==> config.mk <==
export PLATFORM = sky130hd
export DESIGN_NAME = dram_arbiter
export DESIGN_NICKNAME = d
export VERILOG_FILES = /design/src/rtl/dram_arbiter.sv
export SDC_FILE = /design/constraint.sdc
export NUM_CORES = 1
export LEC_CHECK = 0
export CAP_MARGIN = 10
export CORE_ASPECT_RATIO = 1.75
export CORE_MARGIN = 4
export CORE_UTILIZATION = 42
export DETAILED_ROUTE_END_ITERATION = 10
export PLACE_DENSITY = 0.87
export RECOVER_POWER = 50
export SYNTH_ARGS = -nofsm -noshare
export SYNTH_HDL_FRONTEND = slang
export SYNTH_SLANG_ARGS = --single-unit
==> constraint.sdc <==
create_clock -name clk -period 2.74 [get_ports clk]
set_input_delay 0.685 -clock clk [delete_from_list [all_inputs] [get_ports clk]]
set_output_delay 0.685 -clock clk [all_outputs]
set_load 0.01 [all_outputs]
==> src/rtl/dram_arbiter.sv <==
// dram_arbiter: shares one DRAM controller port between CPU single-word
// accesses and VGA 32-word burst reads, with a per-transaction timeout.
module dram_arbiter #(
   parameter int          TIMEOUT   = 64,
   parameter logic [15:0] ERR_RDATA = 16'hFFFF
) (
   input  logic        clk,
   input  logic        rst,
   input  logic        cpu_req,
   input  logic        cpu_we,
   input  logic [24:0] cpu_addr,
   input  logic [15:0] cpu_wdata,
   output logic        cpu_ack,
   output logic [15:0] cpu_rdata,
   input  logic        vga_req,
   input  logic        vga_urgent,
   input  logic [24:0] vga_addr,
   output logic        vga_ack,
   output logic [24:0] dram_addr,
   output logic        dram_write_en,
   output logic        dram_burst_en,
   output logic [15:0] dram_data_in,
   output logic        dram_refresh_data,
   input  logic        dram_data_ready,
   input  logic [15:0] dram_read_data,
   output logic        timeout_err,
   output logic        busy
);

   // Last WAIT count before abort; a 64-cycle budget saturates the counter.
   localparam logic [5:0] LIMIT =
      (TIMEOUT >= 64) ? 6'd63 : 6'(TIMEOUT - 1);

   typedef enum logic [1:0] {
      IDLE,
      ISSUE,
      WAIT,
      DONE
   } state_t;

   state_t      state;
   state_t      state_nx;
   logic        grant_cpu;
   logic        grant_vga;
   logic        last_vga;
   logic        cur_vga;
   logic        cur_read;
   logic        aborted;
   logic [5:0]  wait_cnt;
   logic        wait_end;
   logic        time_hit;
   logic [24:0] vga_base;

   // Bursts always start on a 32-word boundary.
   assign vga_base = vga_addr & ~25'h1F;

   assign time_hit = (wait_cnt == LIMIT);
   assign wait_end = dram_data_ready | time_hit;

   // State register.
   always_ff @(posedge clk) begin
      if (rst) begin
         state <= IDLE;
      end else begin
         state <= state_nx;
      end
   end

   // Arbitration, next state and per-state output pulses.
   always_comb begin
      state_nx          = state;
      grant_cpu         = 1'b0;
      grant_vga         = 1'b0;
      dram_refresh_data = 1'b0;
      cpu_ack           = 1'b0;
      vga_ack           = 1'b0;
      timeout_err       = 1'b0;
      busy              = 1'b1;
      unique case (state)
         IDLE: begin
            busy = 1'b0;
            if (cpu_req && vga_req) begin
               if (vga_urgent || !last_vga) begin
                  grant_vga = 1'b1;
               end else begin
                  grant_cpu = 1'b1;
               end
            end else if (cpu_req) begin
               grant_cpu = 1'b1;
            end else if (vga_req) begin
               grant_vga = 1'b1;
            end
            if (grant_cpu || grant_vga) begin
               state_nx = ISSUE;
            end
         end
         ISSUE: begin
            dram_refresh_data = 1'b1;
            state_nx          = WAIT;
         end
         WAIT: begin
            if (wait_end) begin
               state_nx = DONE;
            end
         end
         DONE: begin
            cpu_ack     = ~cur_vga;
            vga_ack     = cur_vga;
            timeout_err = aborted;
            state_nx    = IDLE;
         end
         default: begin
            state_nx = IDLE;
         end
      endcase
   end

   // Latch the granted request into the controller command registers.
   always_ff @(posedge clk) begin
      if (rst) begin
         dram_addr     <= '0;
         dram_write_en <= 1'b0;
         dram_burst_en <= 1'b0;
         dram_data_in  <= '0;
         last_vga      <= 1'b1;
         cur_vga       <= 1'b0;
         cur_read      <= 1'b0;
      end else begin
         if (grant_cpu) begin
            dram_addr     <= cpu_addr;
            dram_write_en <= cpu_we;
            dram_burst_en <= 1'b0;
            dram_data_in  <= cpu_wdata;
            last_vga      <= 1'b0;
            cur_vga       <= 1'b0;
            cur_read      <= ~cpu_we;
         end else if (grant_vga) begin
            dram_addr     <= vga_base;
            dram_write_en <= 1'b0;
            dram_burst_en <= 1'b1;
            last_vga      <= 1'b1;
            cur_vga       <= 1'b1;
            cur_read      <= 1'b0;
         end else if (state == WAIT && wait_end) begin
            dram_write_en <= 1'b0;
            dram_burst_en <= 1'b0;
         end
      end
   end

   // WAIT cycle counter and abort flag.
   always_ff @(posedge clk) begin
      if (rst) begin
         wait_cnt <= '0;
         aborted  <= 1'b0;
      end else if (state == ISSUE) begin
         wait_cnt <= '0;
         aborted  <= 1'b0;
      end else if (state == WAIT) begin
         wait_cnt <= wait_cnt + 6'd1;
         if (!dram_data_ready && time_hit) begin
            aborted <= 1'b1;
         end
      end
   end

   // CPU read data: captured on ready, error pattern on abort.
   always_ff @(posedge clk) begin
      if (rst) begin
         cpu_rdata <= '0;
      end else if (state == WAIT && cur_read) begin
         if (dram_data_ready) begin
            cpu_rdata <= dram_read_data;
         end else if (time_hit) begin
            cpu_rdata <= ERR_RDATA;
         end
      end
   end

endmodule

# --- After elaboration in Yosys (flattened, before gate mapping) ---
# Index checks and enable logic that the tools add are counted.
word_totals:
  ram_bits: 0
  n_memories: 0
  in_bits: 89
  ff_bits: 71
  mem_bits_ro: 0
  elab_cells: 70
  out_inout_bits: 64
  latch_bits: 0
op_classes:
  n_addsub: 1
  magnitude_cmp: 0
  bitwise_logic: 3
  n_reduce_logical: 18
  div: 0
  shifts: 0
  muxes: 31
  n_eq_ne: 6
  multipliers: 0
op_table:
  columns: ["operator", "count"]
  rows:
  - ["$mux 25", 2]
  - ["$mux 16", 2]
  - ["$mux 1", 24]
  - ["$pmux 2 s4", 1]
  - ["$add 6x1->6 const B", 1]
  - ["$eq 6x6->1 const B", 1]
  - ["$reduce_and 2->1", 3]
  - ["$reduce_bool 2->1", 3]
  - ["$eq 2x2->1 const B", 2]
  - ["$logic_and 1x1->1", 4]
  - ["$mux 2", 2]
  - ["$ne 2x2->1 const B", 2]
  - ["$reduce_or 2->1", 2]
  - ["$reduce_bool 3->1", 1]
  - ["$eq 2x1->1 const B", 1]
  - ["$logic_not 1->1", 2]
  - ["$logic_not 2->1", 1]
  - ["$logic_or 1x1->1", 2]
  - ["$not 1->1", 2]
  - ["$or 1x1->1", 1]

# --- Logic depth before layout (Yosys ltp) ---
# Gate-level depths: netlist (run 1).
depth:
  ltp_word: 8
  ltp_mapped: 8
  ltp_nobuf: 6

# --- Worst setup path before layout (run 1) ---
# OpenSTA, ideal clock, no wires.
synth_path:
  kind: "register to output"
  startpoint: "register state[0]"
  endpoint: "output port busy"
  slack_ns: 1.169
  t_arrival_ns: 0.886
  t_required_ns: 2.055
  stages_incl_launch_ff: 5
  n_path_buf: 1
  cell_sequence: "dfxtp_1 > inv_1 > ha_1 > clkbuf_2 > inv_1"
synth_via:
  elab_chain_cells: 2
synth_rtl:
  columns: ["element", "line_no", "text"]
  rows:
  - ["from (decl)", "41", "state_t state;"]
  - ["from (signal assigned)", "65", "state <= state_nx;"]
  - ["$logic_not 2->1", "79", "unique case (state)"]
  - ["$mux 1", "79", null]
  - ["to (decl)", "27", "output logic busy"]
# Every way passes these cells.

# --- Final worst setup path (run 1) ---
# Same ends and word-level chain as after synthesis.

==> results of run 1 <==
-- registers in the layout, summed over array words and instances (netlist names) --
name,flops
dram_write_en,1
wait_cnt,6
dram_addr,25
dram_burst_en,1
cur_vga,1
last_vga,1
cpu_rdata,16
dram_data_in,16
state,2
aborted,1
cur_read,1
-- layout by cell type (no fill, tap or decap), drive strengths merged, types with 3 or more instances in the layout --
cell type	count
a21oi	34
nor2b	3
nor2	37
nand4	3
a22oi	5
nand2	35
inv	22
buf	5
o21ai	39
ha	5
nor3	42
dfxtp	71
clkbuf	17
clkdlybuf4s50	108
dlygate4sd3	39
xor2	3
-- worst reg2reg max path, cell delays in order, from the launching register on --
cell	delay, ps
dfxtp_1	340
inv_1	90
ha_1	340
inv_1	130
nor2_1	910
o21ai_0	250
nor3_1	210
-- power by group --
part,switching [µW],internal (µW),leakage (µW)
registers,112,1240,0.000580
clock network,412,775,0.000156
logic,621,597,0.00113
total,1140,2610,0.00187
-- synthesized netlist by cell type, drive strengths merged --
library cell	count
clkbuf	8
a32o	1
a211oi	1
nand4	3
and3	1
nor3	42
a211o	1
a41o	1
nor3b	1
a21oi	34
a31oi	1
o211a	1
or3	1
dfxtp	71
xnor2	1
buf	16
nor2	37
ha	5
nand3	1
or2	2
and2	2
a221oi	1
nor2b	3
o221a	1
o21ai	39
a22oi	5
nand2	35
inv	22
xor2	3
mux2i	2
o211ai	2
-- final timing paths --
path | cells after the start | to
min | 2 | cpu_rdata[6]$_SDFFE_PP0P_
max reg2reg | 6 | dram_addr[21]$_SDFFE_PP0P_
min reg2reg | 2 | cpu_rdata[6]$_SDFFE_PP0P_
max | 4 | busy
-- cells by family (layout without fill, tap and decap cells) --
family	after synthesis	after routing	synth area share [%]
compound gates	88	88	18.15
xor+xnor	4	4	1.205
flops	71	71	48.86
simple gates	128	128	20.26
mux	2	2	0.6882
fa+ha+maj	5	5	2.151
buf+inv	46	194	8.688
-- area by class of cell --
| class | count | area, µm² |
|---|---|---|
| fill | 553 | 1946 |
| clock inverter | 3 | 40.04 |
| clock buffer | 13 | 270.3 |
| multi-input combinational | 227 | 1235 |
| inverter | 22 | 82.58 |
| tap | 82 | 102.6 |
| sequential | 71 | 1421 |
| timing repair buffer | 156 | 1539 |
-- routing by layer --
metal	GRT usage [%]	vias to the layer above	wire length, µm
li1	-	1448	-
met1	21.96	1389	3370
met2	40.70	124	5015
met3	5.897	23	489
met4	10.82	0	327
met5	0	-	0
-- metrics by stage --
step / hold slack [ps] / instances
floorplan: 428.5 / 344
global placement: 429.3 / 558
detailed placement: 434.1 / 558
CTS: 442.6 / 574
global route: 466.6 / 574
finish: 441.1 / 574
==> metrics.md, run 1 <==
| Metric | Value |
|---|---|
| Startpoint type of the worst setup path | `flop` |
| Final period demand of the worst path | `roughly 2500 ps` |
| Layout net count | `a little under 600` |
| Antenna cells | `0` |
| Pin count of the biggest net entering global routing | `28` |
| Final design instance area without fill | `4691 µm²` |
| Clock-pin slew of the registers on the worst-case setup and hold paths | `60 ps` |
| Most area-consuming cells after synthesis | `dfxtp_1, nor3_1, o21ai_0, a21oi_1, nor2_1` |
| Core area | `6636 µm²` |
| Worst Max-Slew Pin Slew | `1178 ps` |
| Number of top-level pins | `between 150 and 200` |
| Fin worst setup slack | `254.9 ps` |
| Critical register-to-register path startpoint | `state[0]$_SDFFE_PP0P_` |
| Synth Warn # | `0` |
| Total detailed-routing wirelength | `9202 µm` |
| Final setup vio count | `0` |
| Placer congestion estimate | `0.8379` |
| Outcome | `finished, final reports clean` |
| Path type of the worst setup path | `flop to output port` |
| DR vias | `2984` |
| Library cell contributing the largest single delay on the critical path | `clkdlybuf4s50_1` |
| Remaining global-route overflow | `0` |
| Maximum number of buffers from clock root to sink | `2` |
| Post-Place Worst Slack | `approximately 94 ps` |
| Hold/Removal Path Class | `flop to flop` |
| Final cycle utilization of the critical path | `90.70%` |
| Slew Limit Headroom | `21.15%` |
| Quantity of I/O buffers inserted on ports | `147` |
| Synthesis-stage register bit count | `71` |
| Hold path start | `cpu_rdata[6]$_SDFFE_PP0P_` |
| Instance count of the mapped netlist | `about 340` |
| Setup repair after global routing missed its margin | `false` |
| Number of clock buffers inserted by TritonCTS | `9` |
| Number of pins exceeding their max-slew limit in the final report | `0` |
| Vias per Instance | `a little over 5` |
| Number of cell rows | `39` |
| Area of placed instances | `4393 µm²` |
| Arrival time reported for the critical path endpoint | `1800 ps` |
| Data required time of the worst path | `approximately 2100 ps` |
| Final count of hold timing violations | `0` |
| Antenna violations before repair | `0` |
| Buffer cell driving the clock tree root | `clkbuf_16` |
| Element type at the critical path end | `output port` |
| Detail Route Antenna Nets | `0` |
| Post-CTS Setup Bufs | `0` |
| Worst vdd ir | `623.5 µV` |
| Most used cell along the critical path | `inv_1` |
| CTS sink count | `71` |
| Y dimension of the die | `118.1 µm` |
| Post-synthesis sequential area ratio | `slightly below 50%` |
| Slack of the worst reg-to-reg path | `370 ps` |
| Post-CTS Hold Buffers | `0` |
| Layout overhead on the synthesized area | `61.25%` |
| Mean instance size in the synthesized netlist | `8.457 µm²` |
| Leakage | `around 0.0019 µW` |
| Peak per-stage delay on the critical path | `550 ps` |
| Iteration-0 DRC count of the detailed router | `120` |
| Number of distinct library cells after synthesis | `41` |
| Finished Core Util | `70.68%` |
| Final clock skew | `5.310 ps` |
| Per-cell routed wire length | `16.03 µm` |
| Via count of the first global-routing pass | `3046` |
| Start point of the critical path | `state[0]$_SDFFE_PP0P_` |
| Post-Synthesis Net Count | `around 440` |
| Pre-Repair DR Iteration Count | `4` |
| Sum of internal, switching and leakage power | `3757 µW` |
| Global-route usage over all layers | `22.06%` |
| Clock tree from TritonCTS | `yes` |
| Max Clk Rate | `402.4 MHz` |
| Largest area contributor in the synthesized netlist | `dfxtp_1` |
| Clock H-tree levels | `3` |
| Critical-path cell list | `inv_1, ha_1, inv_1, clkdlybuf4s50_1` |
| Crit path buffers/inverters | `3` |
| Initial cell density of the core | `43.83%` |
| Synthesized cell area | `2909 µm²` |
| Clock insertion delay at the later pin of the skew report | `330 ps` |
| Cts repair resizes | `0` |
| Share of final-layout standard cells stronger than drive strength 1 | `6.504%` |
| Max-cap violations | `0` |
| Critical-path maximum fanout | `6` |
| Final HPWL from detailed placement | `between 6000 and 7000 µm` |
| Total Die Area | `8374 µm²` |
| Detailed-route DRC error count | `0` |
| Width of the die | `70.91 µm` |
| Global-route wire length before repair | `14430 µm` |
| Power Dens Cells | `about 800 nW/µm²` |
| Top Family by Delay on Critical Path | `buffers and inverters` |
| Area share of the largest cell type after synthesis | `48.86%` |
| Sum Neg Setup Slack | `0 ps` |
Note: power is estimated with default switching activity, not from simulation.
==> inputs of run 2 (changes only) <==
CORE_UTILIZATION = 35   (was 42)
PLACE_DENSITY = 0.77   (was 0.87)
clock period = 2.2 ns   (was 2.74 ns; I/O delays follow)
==> run 2 against run 1 <==
Net effect:
- die area is 18% higher
- sequential share of layout area is 0.50 points lower
- non-clock buffer count is 8 higher
- register-to-register slack hardly changed
- sequential power is 24% higher
- core utilization is 11 points lower
- critical path type unchanged
- critical endpoint is now timeout_err
- largest cell class unchanged
==> metrics.md, run 2 (synthesis results as in run 1) <==
| Metric | Value |
|---|---|
| Outcome | `finished, final reports clean (unchanged)` |
| Max reg flops | `25 (unchanged)` |
| Pre-Repair DR Iteration Count | `4 (unchanged)` |
| Layout net count | `589 (was 581)` |
| Remaining global-route overflow | `0 (unchanged)` |
| Quantity of I/O buffers inserted on ports | `147 (unchanged)` |
| Post-Place Worst Slack | `-270.2 ps (was 94.22 ps)` |
| Most common cell after layout, fill and taps aside | `clkdlybuf4s50_1 (unchanged)` |
| Final design instance area without fill | `4773 µm² (was 4691 µm²)` |
| Most frequent cells in the layout | `clkdlybuf4s50_1, dfxtp_1, nor3_1 (unchanged)` |
| Fin worst setup slack | `87.59 ps (was 254.9 ps)` |
| Max-cap violations | `0 (unchanged)` |
| Final count of hold timing violations | `0 (unchanged)` |
| Sum Neg Setup Slack | `0 ps (unchanged)` |
| Cell depth of the worst min-delay path | `2 (unchanged)` |
| Path type of the worst setup path | `flop to output port (unchanged)` |
| Width of the die | `76.92 µm (was 70.91 µm)` |
| Total Die Area | `9892 µm² (was 8374 µm²)` |
| Via count of the first global-routing pass | `2931 (was 3046)` |
| Worst vdd ir | `654.2 µV (was 623.5 µV)` |
| Initial cell density of the core | `36.29% (was 43.83%)` |
| Setup repair after global routing missed its margin | `false (unchanged)` |
| Layout overhead on the synthesized area | `64.09% (was 61.25%)` |
| Sum of internal, switching and leakage power | `4826 µW (was 3757 µW)` |
| Clock H-tree levels | `3 (unchanged)` |
| Post-CTS Hold Buffers | `0 (unchanged)` |
| Core area | `8016 µm² (was 6636 µm²)` |
| Element type at the critical path end | `output port (unchanged)` |
| Worst reg2reg endpoint | `state[1]$_SDFFE_PP0P_ (was dram_addr[21]$_SDFFE_PP0P_)` |
| Buffer cell driving the clock tree root | `clkbuf_16 (unchanged)` |
| Placer congestion estimate | `0.8068 (was 0.8379)` |
| Hold path start | `cpu_rdata[9]$_SDFFE_PP0P_ (was cpu_rdata[6]$_SDFFE_PP0P_)` |
| Post-Layout Cell Count | `590 (was 574)` |
| Metal3 WL | `491 µm (was 489 µm)` |
| Final cycle utilization of the critical path | `96.02%` |
| Share of final-layout standard cells stronger than drive strength 1 | `7.200% (was 6.504%)` |
| Number of cell rows | `43 (was 39)` |
| Top Registers | `dram_addr x25, cpu_rdata x16, dram_data_in x16 (unchanged)` |
| Number of clock buffers inserted by TritonCTS | `9 (unchanged)` |
| Area of placed instances | `4481 µm² (was 4393 µm²)` |
| Number of top-level pins | `153 (unchanged)` |
| Critical register-to-register path startpoint | `state[0]$_SDFFE_PP0P_ (unchanged)` |
| Slew Limit Headroom | `62.43% (was 21.15%)` |
| Highest layer used for signal routing | `met4 (unchanged)` |
| Critical-path cell list | `ha_1, and2_1, clkdlybuf4s50_1 (was inv_1, ha_1, inv_1, clkdlybuf4s50_1)` |
| Final HPWL from detailed placement | `6855 µm (was 6738 µm)` |
| Critical-path maximum fanout | `4 (was 6)` |
| Leakage | `0.001890 µW (was 0.001869 µW)` |
| DR vias | `2972 (was 2984)` |
| Total detailed-routing wirelength | `8988 µm (was 9202 µm)` |
| Data required time of the worst path | `1650 ps (was 2060 ps)` |
| Final clock skew | `5.636 ps (was 5.310 ps)` |
| Number of pins exceeding their max-slew limit in the final report | `0 (unchanged)` |
| Global-route wire length before repair | `13970 µm (was 14430 µm)` |
| Max Clk Rate | `473.4 MHz` |
| Iteration-0 DRC count of the detailed router | `117 (was 120)` |
| Top Family by Delay on Critical Path | `buffers and inverters (unchanged)` |
| Slack of the worst reg-to-reg path | `370 ps (about the same)` |
| Arrival time reported for the critical path endpoint | `1560 ps (was 1800 ps)` |
| Antenna cells | `0 (unchanged)` |
| Final setup vio count | `0 (unchanged)` |
| Startpoint type of the worst setup path | `flop (unchanged)` |
| Final period demand of the worst path | `2112 ps` |
| Library cell contributing the largest single delay on the critical path | `clkdlybuf4s50_1 (unchanged)` |
| Detail Route Antenna Nets | `0 (unchanged)` |
| Reg with most FFs | `dram_addr (unchanged)` |
| Per-cell routed wire length | `15.23 µm (was 16.03 µm)` |
| Antenna violations before repair | `0 (unchanged)` |
| CTS sink count | `71 (unchanged)` |
| Pin count of the biggest net entering global routing | `28 (unchanged)` |
| Maximum number of buffers from clock root to sink | `2 (unchanged)` |
| Peak per-stage delay on the critical path | `550 ps (about the same)` |
| Worst Hold End | `cpu_rdata[9]$_SDFFE_PP0P_ (was cpu_rdata[6]$_SDFFE_PP0P_)` |
| Worst Max-Slew Pin Slew | `563.6 ps (was 1178 ps)` |
| Fill cell instance count of the final layout | `721 (was 553)` |
| Detailed-route DRC error count | `0 (unchanged)` |
| Clock insertion delay at the later pin of the skew report | `330 ps (about the same)` |
| Inst Count DP | `573 (was 558)` |
| Number of cells on the critical path | `3 (was 4)` |
| Power Dens Cells | `1011 nW/µm² (was 801.0 nW/µm²)` |
| Wl on met1 | `3365 µm (was 3370 µm)` |
| Hold/Removal Path Class | `flop to flop (unchanged)` |
| Clock tree from TritonCTS | `yes (unchanged)` |
| Crit path buffers/inverters | `1 (was 3)` |
| Vias per Instance | `5.037 (was 5.199)` |
| Global-route usage over all layers | `17.96% (was 22.06%)` |
| Worst r2r path cells | `6 (unchanged)` |
| Clock-pin slew of the registers on the worst-case setup and hold paths | `50 ps (was 60 ps)` |
| Routed wire length on met2 | `4846 µm (was 5015 µm)` |
| Y dimension of the die | `128.6 µm (was 118.1 µm)` |
## run 2: cell count changes in the layout (fill, tap and decap cells not counted), sizes merged
| cell | delta |
|---|---|
| clkbuf | +2 |
| buf | +6 |
| dlygate4sd2 | +1 |
| bufinv | +1 |
| clkinv | -1 |
| clkdlybuf4s50 | +5 |
| dlygate4sd3 | -6 |
## run 2: cell type report
cell class              count  area, µm²  share of cell area, %
repair buffers            164       1602                  33.55
flip-flops and latches     71       1423                  29.80
multi-input cells         227       1229                  25.74
clock buffers              13      260.3                  5.452
well taps                  90      112.6                  2.359
inverters                  22      82.58                  1.730
clock inverters             3      65.06                  1.363
## run 2: repair_timing
action | CTS | global route
buffers inserted | 0 | 0
gates resized for setup | 2 | 0
setup endpoints to repair | 1 | 0
## run 2: worst max-delay path by stage
stage / from / end / slack [ps]
after detailed placement: vga_req / dram_addr[16]$_SDFFE_PP0P_ / -270
after floorplan: state[0]$_SDFFE_PP0P_ / dram_write_en$_SDFFE_PP0P_ / 700
after global placement: cpu_req / dram_addr[18]$_SDFFE_PP0P_ / -150
final: state[1]$_SDFFE_PP0P_ / timeout_err / 90
after global routing: state[1]$_SDFFE_PP0P_ / cpu_ack / 3
after CTS: vga_req / dram_addr[16]$_SDFFE_PP0P_ / 8
## run 2: per-stage QoR
step                hold WS (ps)  util [%]
global placement           429.7     55.89
global route               460.6     59.54
CTS                        444.6     59.95
finish                     436.7     59.54
floorplan                  428.5         -
detailed placement         435.9     55.89
## run 2: worst reg2reg max path, cell delays in order (launching register included)
cell and delay (ps):
dfxtp_2 360, inv_1 70, ha_1 370, nor2b_1 240
a221oi_1 390, mux2i_1 240, nor2_1 50
## run 2: report_power, final
part	switching [µW]	internal [µW]	leakage [µW]	total (µW)
combinational	781	791	0.00115	1570
clock	522	1050	0.000160	1570
sequential	134	1550	0.000581	1680
## run 2: per-layer routing
metal / vias to the layer above / track usage [%]
met2: 111 / 34.12
met4: 0 / 10.14
li1: 1461 / -
met5: - / 0
met3: 20 / 3.852
met1: 1380 / 17.79
